--- src/rtl/univ_shift_reg_p.sv ---
// ----------------------------------------------------------------------------
// univ_shift_reg_p
// Parametrised universal shift register with a shift counter and a
// word-complete pulse. It is the serialiser/deserialiser building block for
// serial links.
//
// Ports:
//   clk        system clock; all state updates on its rising edge
//   rst        synchronous, active-high reset (priority over en/mode)
//   en         clock enable; 0 holds all state and forces word_done low
//   mode[2:0]  000 HOLD, 001 SHL, 010 SHR, 011 LOAD,
//              100 ROTL, 101 ROTR, 110 ASR, 111 CLEAR
//   p_in       parallel load data
//   s_in       serial input bit (used by SHL/SHR only)
//   q_out      register contents (registered)
//   s_out_msb  q_out[WIDTH-1] (combinational)
//   s_out_lsb  q_out[0] (combinational)
//   is_zero    q_out == 0 (combinational)
//   shift_cnt  shifts since the last LOAD/CLEAR/wrap (registered)
//   word_done  one-cycle pulse when WIDTH shifts complete (registered)
//   parity     XOR reduction of q_out (combinational), present only when
//              the SHIFT_REG_PARITY_EN macro is defined
// ----------------------------------------------------------------------------
module univ_shift_reg_p #(
    parameter int unsigned      WIDTH     = 8,
    parameter logic [WIDTH-1:0] RESET_VAL = '0,
    localparam int unsigned     CNT_W     = ($clog2(WIDTH) > 1) ? $clog2(WIDTH) : 1
) (
    input  logic             clk,
    input  logic             rst,
    input  logic             en,
    input  logic [2:0]       mode,
    input  logic [WIDTH-1:0] p_in,
    input  logic             s_in,
    output logic [WIDTH-1:0] q_out,
    output logic             s_out_msb,
    output logic             s_out_lsb,
    output logic             is_zero,
    output logic [CNT_W-1:0] shift_cnt,
    output logic             word_done
`ifdef SHIFT_REG_PARITY_EN
    ,
    output logic             parity
`endif
);

    typedef enum logic [2:0] {
        MODE_HOLD  = 3'b000,
        MODE_SHL   = 3'b001,
        MODE_SHR   = 3'b010,
        MODE_LOAD  = 3'b011,
        MODE_ROTL  = 3'b100,
        MODE_ROTR  = 3'b101,
        MODE_ASR   = 3'b110,
        MODE_CLEAR = 3'b111
    } mode_e;

    localparam logic [CNT_W-1:0] CNT_LAST = CNT_W'(WIDTH - 1);

    logic [WIDTH-1:0] q_nxt;
    logic [CNT_W-1:0] cnt_nxt;
    logic             done_nxt;
    logic             is_shift;
    logic             cnt_clr;

    // Next-state data path and counter; everything holds unless en is high.
    always_comb begin
        q_nxt    = q_out;
        cnt_nxt  = shift_cnt;
        done_nxt = 1'b0;
        is_shift = 1'b0;
        cnt_clr  = 1'b0;

        if (en) begin
            case (mode_e'(mode))
                MODE_HOLD: begin
                    q_nxt = q_out;
                end
                MODE_SHL: begin
                    q_nxt    = {q_out[WIDTH-2:0], s_in};
                    is_shift = 1'b1;
                end
                MODE_SHR: begin
                    q_nxt    = {s_in, q_out[WIDTH-1:1]};
                    is_shift = 1'b1;
                end
                MODE_LOAD: begin
                    q_nxt   = p_in;
                    cnt_clr = 1'b1;
                end
                MODE_ROTL: begin
                    q_nxt    = {q_out[WIDTH-2:0], q_out[WIDTH-1]};
                    is_shift = 1'b1;
                end
                MODE_ROTR: begin
                    q_nxt    = {q_out[0], q_out[WIDTH-1:1]};
                    is_shift = 1'b1;
                end
                MODE_ASR: begin
                    q_nxt    = {q_out[WIDTH-1], q_out[WIDTH-1:1]};
                    is_shift = 1'b1;
                end
                MODE_CLEAR: begin
                    q_nxt   = '0;
                    cnt_clr = 1'b1;
                end
                default: begin
                    q_nxt = q_out;
                end
            endcase
        end

        // The shift that completes a word wraps the count and pulses word_done.
        if (cnt_clr) begin
            cnt_nxt = '0;
        end else if (is_shift) begin
            if (shift_cnt == CNT_LAST) begin
                cnt_nxt  = '0;
                done_nxt = 1'b1;
            end else begin
                cnt_nxt = shift_cnt + CNT_W'(1);
            end
        end
    end

    // State register with synchronous reset.
    always_ff @(posedge clk) begin
        if (rst) begin
            q_out     <= RESET_VAL;
            shift_cnt <= '0;
            word_done <= 1'b0;
        end else begin
            q_out     <= q_nxt;
            shift_cnt <= cnt_nxt;
            word_done <= done_nxt;
        end
    end

    // Serial taps and status derived directly from the register.
    assign s_out_msb = q_out[WIDTH-1];
    assign s_out_lsb = q_out[0];
    assign is_zero   = (q_out == '0);

`ifdef SHIFT_REG_PARITY_EN
    assign parity = ^q_out;
`endif

endmodule

--- config.mk ---
export PLATFORM = sky130hd
export DESIGN_NAME = univ_shift_reg_p
export DESIGN_NICKNAME = d
export VERILOG_FILES = /design/src/rtl/univ_shift_reg_p.sv
export SDC_FILE = /design/constraint.sdc
export NUM_CORES = 1
export LEC_CHECK = 0
export ABC_AREA = 1
export CELL_PAD_IN_SITES_DETAIL_PLACEMENT = 2
export CELL_PAD_IN_SITES_GLOBAL_PLACEMENT = 2
export CORE_MARGIN = 5
export CORE_UTILIZATION = 22
export DETAILED_ROUTE_END_ITERATION = 10
export PLACE_DENSITY = 0.82
export SETUP_SLACK_MARGIN = 0.3
export SYNTH_ARGS = -nofsm -noshare
export SYNTH_HDL_FRONTEND = slang
export SYNTH_SLANG_ARGS = --single-unit
--- constraint.sdc ---
create_clock -name clk -period 1.27 [get_ports clk]
set_input_delay 0.1905 -clock clk [delete_from_list [all_inputs] [get_ports clk]]
set_output_delay 0.1905 -clock clk [all_outputs]
set_load 0.01 [all_outputs]
* Yosys cells after proc, flatten, opt, wreduce, memory -nomap -nowiden
Index checks and enable logic that the tools add are counted.
Storage, ports and cells: word-level logic and storage cells 31, register bits after elaboration 12, input bits 15, output and inout bits 15
Operators by class: reduce and logical (&&, ||, !) cells 8, eq/ne operators 8, multiplexer cells 7, bitwise operators 3, add/sub/neg operators 1
Operator list (number):
- 8-bit case mux with 7 select lines | 1
- 3-bit equality test, second input constant | 5
- 8-bit zero test | 1
- 3-bit by 2-bit equality test with 1-bit output, second input constant | 2
- 1-bit 2-to-1 mux | 5
- 5-bit OR reduction | 1
- 2-bit OR reduction | 2
- 3-bit by 1-bit adder with 3-bit output, second input constant | 1
- 3-bit by 1-bit equality test with 1-bit output, second input constant | 1
- 3-bit zero test | 1
- 3-bit 2-to-1 mux | 1
- 1-bit inverter | 3
- 3-bit AND reduction | 1
- 3-bit OR reduction | 1
- 2-bit AND reduction | 1

* Longest topological paths before layout
depth after elaboration 6, gate-level depth with buffers 9, mapped depth without buffers 7

* Worst setup path after synthesis
No wires, ideal clock.
path type register to register, start point reg shift_cnt[0], end point reg shift_cnt[0], clock period less this slack 1.081 ns, setup slack 0.189 ns, path buffers 0, data required time 1.200 ns, setup time 0.070 ns, stages on the path, launching flop included 6, arrival 1.012 ns, path through dfxtp_1 > ha_1 > ha_1 > nor2_1 > nand3_2 > a21oi_1
On the way: cells in the longest elaborated chain, start to end 2, elaborated cells between the ends (all ways) 3, classes of those cells add/sub: 1; eq/ne: 1; mux: 1
Ends and longest elaborated chain:
- start: declaration | RTL line 39 | output logic [CNT_W-1:0] shift_cnt,
- start signal: assignment | RTL line 134 | shift_cnt <= cnt_nxt;
- 3-bit by 1-bit adder with 3-bit output or 3-bit equality test (tied branches) | RTL line 121, 117
- 3-bit 2-to-1 mux (*) | RTL line 117 | if (shift_cnt == CNT_LAST) begin
Every way passes the cells marked *; elsewhere a longest branch is shown, timed or not. A chain may end at the register's enable or synchronous reset.

* Worst setup path after layout
start point reg q_out[5], end point out is_zero
On the way: cells in the longest elaborated chain, start to end 1
Ends and longest elaborated chain:
- start: declaration | RTL line 35 | output logic [WIDTH-1:0] q_out,
- start signal: assignment | RTL line 133 | q_out <= q_nxt;
- 8-bit zero test | RTL line 142 | assign is_zero = (q_out == '0);
- end: declaration | RTL line 38 | output logic is_zero,
No other way between the ends.

==> results.py <==
metrics = {
    "global_routing": {
        "grt-busiest-layer": "met2",
        "use_met2_pct": 26.4,
        "use_met1_pct": 14.2,
        "grt_usage_pct": 13.6,
        "met3_usage_pct": 4.32,
        "grt_pass1_vias": 1068,
        "grt.overflow.total": 0,
        "grt_max_degree": 15,
        "grt_antenna_before_repair": 0,
        "grt_pass1_wl_um": 5220,
    },
    "worst_setup_path": {
        "rr_endpoint": "shift_cnt[2]",
        "reg2reg_from": "shift_cnt[0]",
        "crit_fanout": 2,
        "crit_start": "q_out[5]",
        "rrSetupSlack_ns": 0.23,
        "worstPathRequired_ns": 1.08,
        "crit_type": "reg2out",
        "cp-start-kind": "flop",
        "worstRegToRegCells": 4,
        "cp-end-kind": "output port",
        "cp.arrival_ns": 1.06,
    },
    "finish": {
        "fillerInstances": 431,
        "antenna_cells": 0,
        "final_cells": 212,
        "finalNetCount": 182,
        "drive_gt1_share_pct": 54.3,
        "final_common_cell": "buf_6",
        "area_growth_pct": 80.0,
        "layout_common_cells": "20 x buf_6, 16 x nor2_1, 14 x nand2_1",
    },
    "synthesis": {
        "synth.distinct_cells": 25,
        "syn_nets": 129,
        "ys_seq_area_share_pct": 30.0,
        "netlist_instances": 112,
        "synth_area_um2": 801,
        "avgSynthCellArea_um2": 7.15,
        "yosysWarningCount": 0,
        "synth-seq-cells": 12,
    },
    "sta": {
        "tns_ns": 0,
        "rsz0062_at_grt": "true",
        "min_period_over_period_pct": 98.3,
        "layout_setup_ws_ns": 0.0219,
        "max_freq_ghz": 0.801,
        "fin_skew_ns": 0.00206,
        "worst_pin_slew_ns": 0.261,
        "hold_viol_final": 0,
        "layout_min_cycle_time_ns": 1.25,
        "maxSlewHeadroom_pct": 82.6,
        "final-setup-viol-count": 0,
        "drv_slew": 0,
    },
    "worst_hold_path": {
        "min_path_cells": 3,
        "holdPathEnd": "q_out[0]",
        "hold_start": "rst",
        "hp-class": "in2reg",
    },
    "floorplan": {
        "dieHeight_um": 70.3,
        "die_area_um2": 4950,
        "dieWidth_um": 70.3,
        "start_util_pct": 22.2,
        "core_area_um2": 3610,
        "ioPinCount": 30,
        "rows": 22,
    },
    "pwr": {
        "p_leak_uw": 0.000634,
        "ir_drop_v": 0.000658,
        "seq_power_share_pct": 32.9,
        "clkPwrFrac_pct": 33.9,
        "comb_power_share_pct": 33.1,
        "power_uw": 1280,
        "p_int_uw": 891,
        "swShare_pct": 30.5,
        "powerDensity_nw_per_um2": 890,
        "power.switching_uw": 392,
    },
    "placement": {
        "preCtsSetupSlack_ns": -0.404,
        "dpl.hpwl_um": 2410,
        "port_buffers": 29,
        "gp_congestion": 0.822,
        "dpl.cell_count": 203,
    },
    "clock_tree": {
        "clk_latency_ns": 0.25,
        "clk_pin_slew_ns": 0.06,
        "cts_tree": "built",
        "clockBufferDepth": 2,
        "clock-sinks": 12,
        "cts_htree_levels": 1,
        "numCtsBuffers": 3,
        "cts_root_buf": "clkbuf_8",
    },
    "outcome": {
        "status": "finished clean",
    },
    "drt": {
        "routed_wl_um": 3360,
        "vias_per_cell": 4.51,
        "first_iter_violations": 24,
        "drc_errors": 0,
        "firstDrtPassIters": 4,
        "ant_nets": 0,
        "wire_per_inst_um": 15.9,
        "num_vias": 957,
    },
    "job": {
        "max_cap_viol_count": 0,
    },
}
worst max-delay path by stage:
| stage | end | depth (start not counted) |
|---|---|---|
| floorplan | shift_cnt[0] | 5 |
| global placement | shift_cnt[0] | 8 |
| detailed placement | shift_cnt[2] | 8 |
| CTS | is_zero | 4 |
| global route | is_zero | 4 |
| finish | is_zero | 4 |
through the flow:
stage	hold WS [ns]	cell area, µm²	utilization (%)
6_report	0.361	1440	40.0
2_1_floorplan	0.253	856	-
3_3_place_gp	0.481	1290	35.7
5_1_grt	0.415	1440	40.0
3_5_place_dp	0.486	1290	35.7
4_1_cts	0.460	1400	38.8
flip-flops by register name (all words and copies together), names as in the netlist:
register   count
q_out          8
shift_cnt      3
word_done      1
per-layer routing:
layer / share of wire (%) / up-vias
li1: - / 473
met1: 40 / 460
met2: 56 / 19
met3: 3.5 / 5
met4: 0.68 / 0
met5: 0 / -
what timing repair did:
action | 4_1_cts | 5_1_grt
pin swaps | 9 | 5
hold buffers | 0 | 0
endpoints found under the setup margin | 27 | 22
buffers inserted | 5 | 0
resized for setup | 101 | 23
critical path, cell delays in order, from the launching register on:
cell and delay [ns]:
dfxtp_2 0.32, inv_1 0.08, nand3_1 0.09, nor3_2 0.16, buf_2 0.15
cells in the mapped netlist:
cell	instances	area share, %
buf_4	2	1.9
nor3b_2	1	1.6
nand2_2	1	0.78
inv_2	1	0.47
dfxtp_1	12	30
o21ai_1	12	7.5
a21oi_2	2	2.2
ha_1	2	3.1
nand2_4	4	5.6
a31oi_1	1	0.78
nor2_2	1	0.78
nand3_2	3	3.8
nand2_1	17	8.0
buf_12	1	2.5
inv_6	1	1.1
nand3_1	5	3.1
o21ai_2	1	1.1
a21oi_1	4	2.5
nor2_4	1	1.4
nor3_1	2	1.3
nor2_1	17	8.0
buf_6	1	1.4
inv_1	11	5.2
nand4_1	3	2.3
o21ai_0	6	3.8
power groups by stage:
stage,clock network [µW],logic [µW],registers [µW]
final,435,425,422
after global routing,463,460,427
after detailed placement,0,384,424
after global placement,0,369,423
after CTS,446,409,421
after floorplan,0,168,439
cells by family after synthesis:
group / Yosys count / share of synthesized area, %
AOI/OAI and AO/OA: 26 / 17.8
adders and majority gates: 2 / 3.12
and+or+nand+nor: 55 / 36.6
DFF: 12 / 30.0
buffers and inverters: 17 / 12.5
final cells by class:
cell class | count | area (µm²) | area share [%]
Multi-Input combinational cell | 83 | 534 | 37.1
Timing Repair Buffer | 52 | 474 | 32.9
Inverter | 13 | 58.8 | 4.08
Clock buffer | 4 | 55.1 | 3.82
Sequential cell | 12 | 259 | 18.0
Tap cell | 48 | 60.1 | 4.17
No activity file was read; power rests on OpenSTA's default activity.
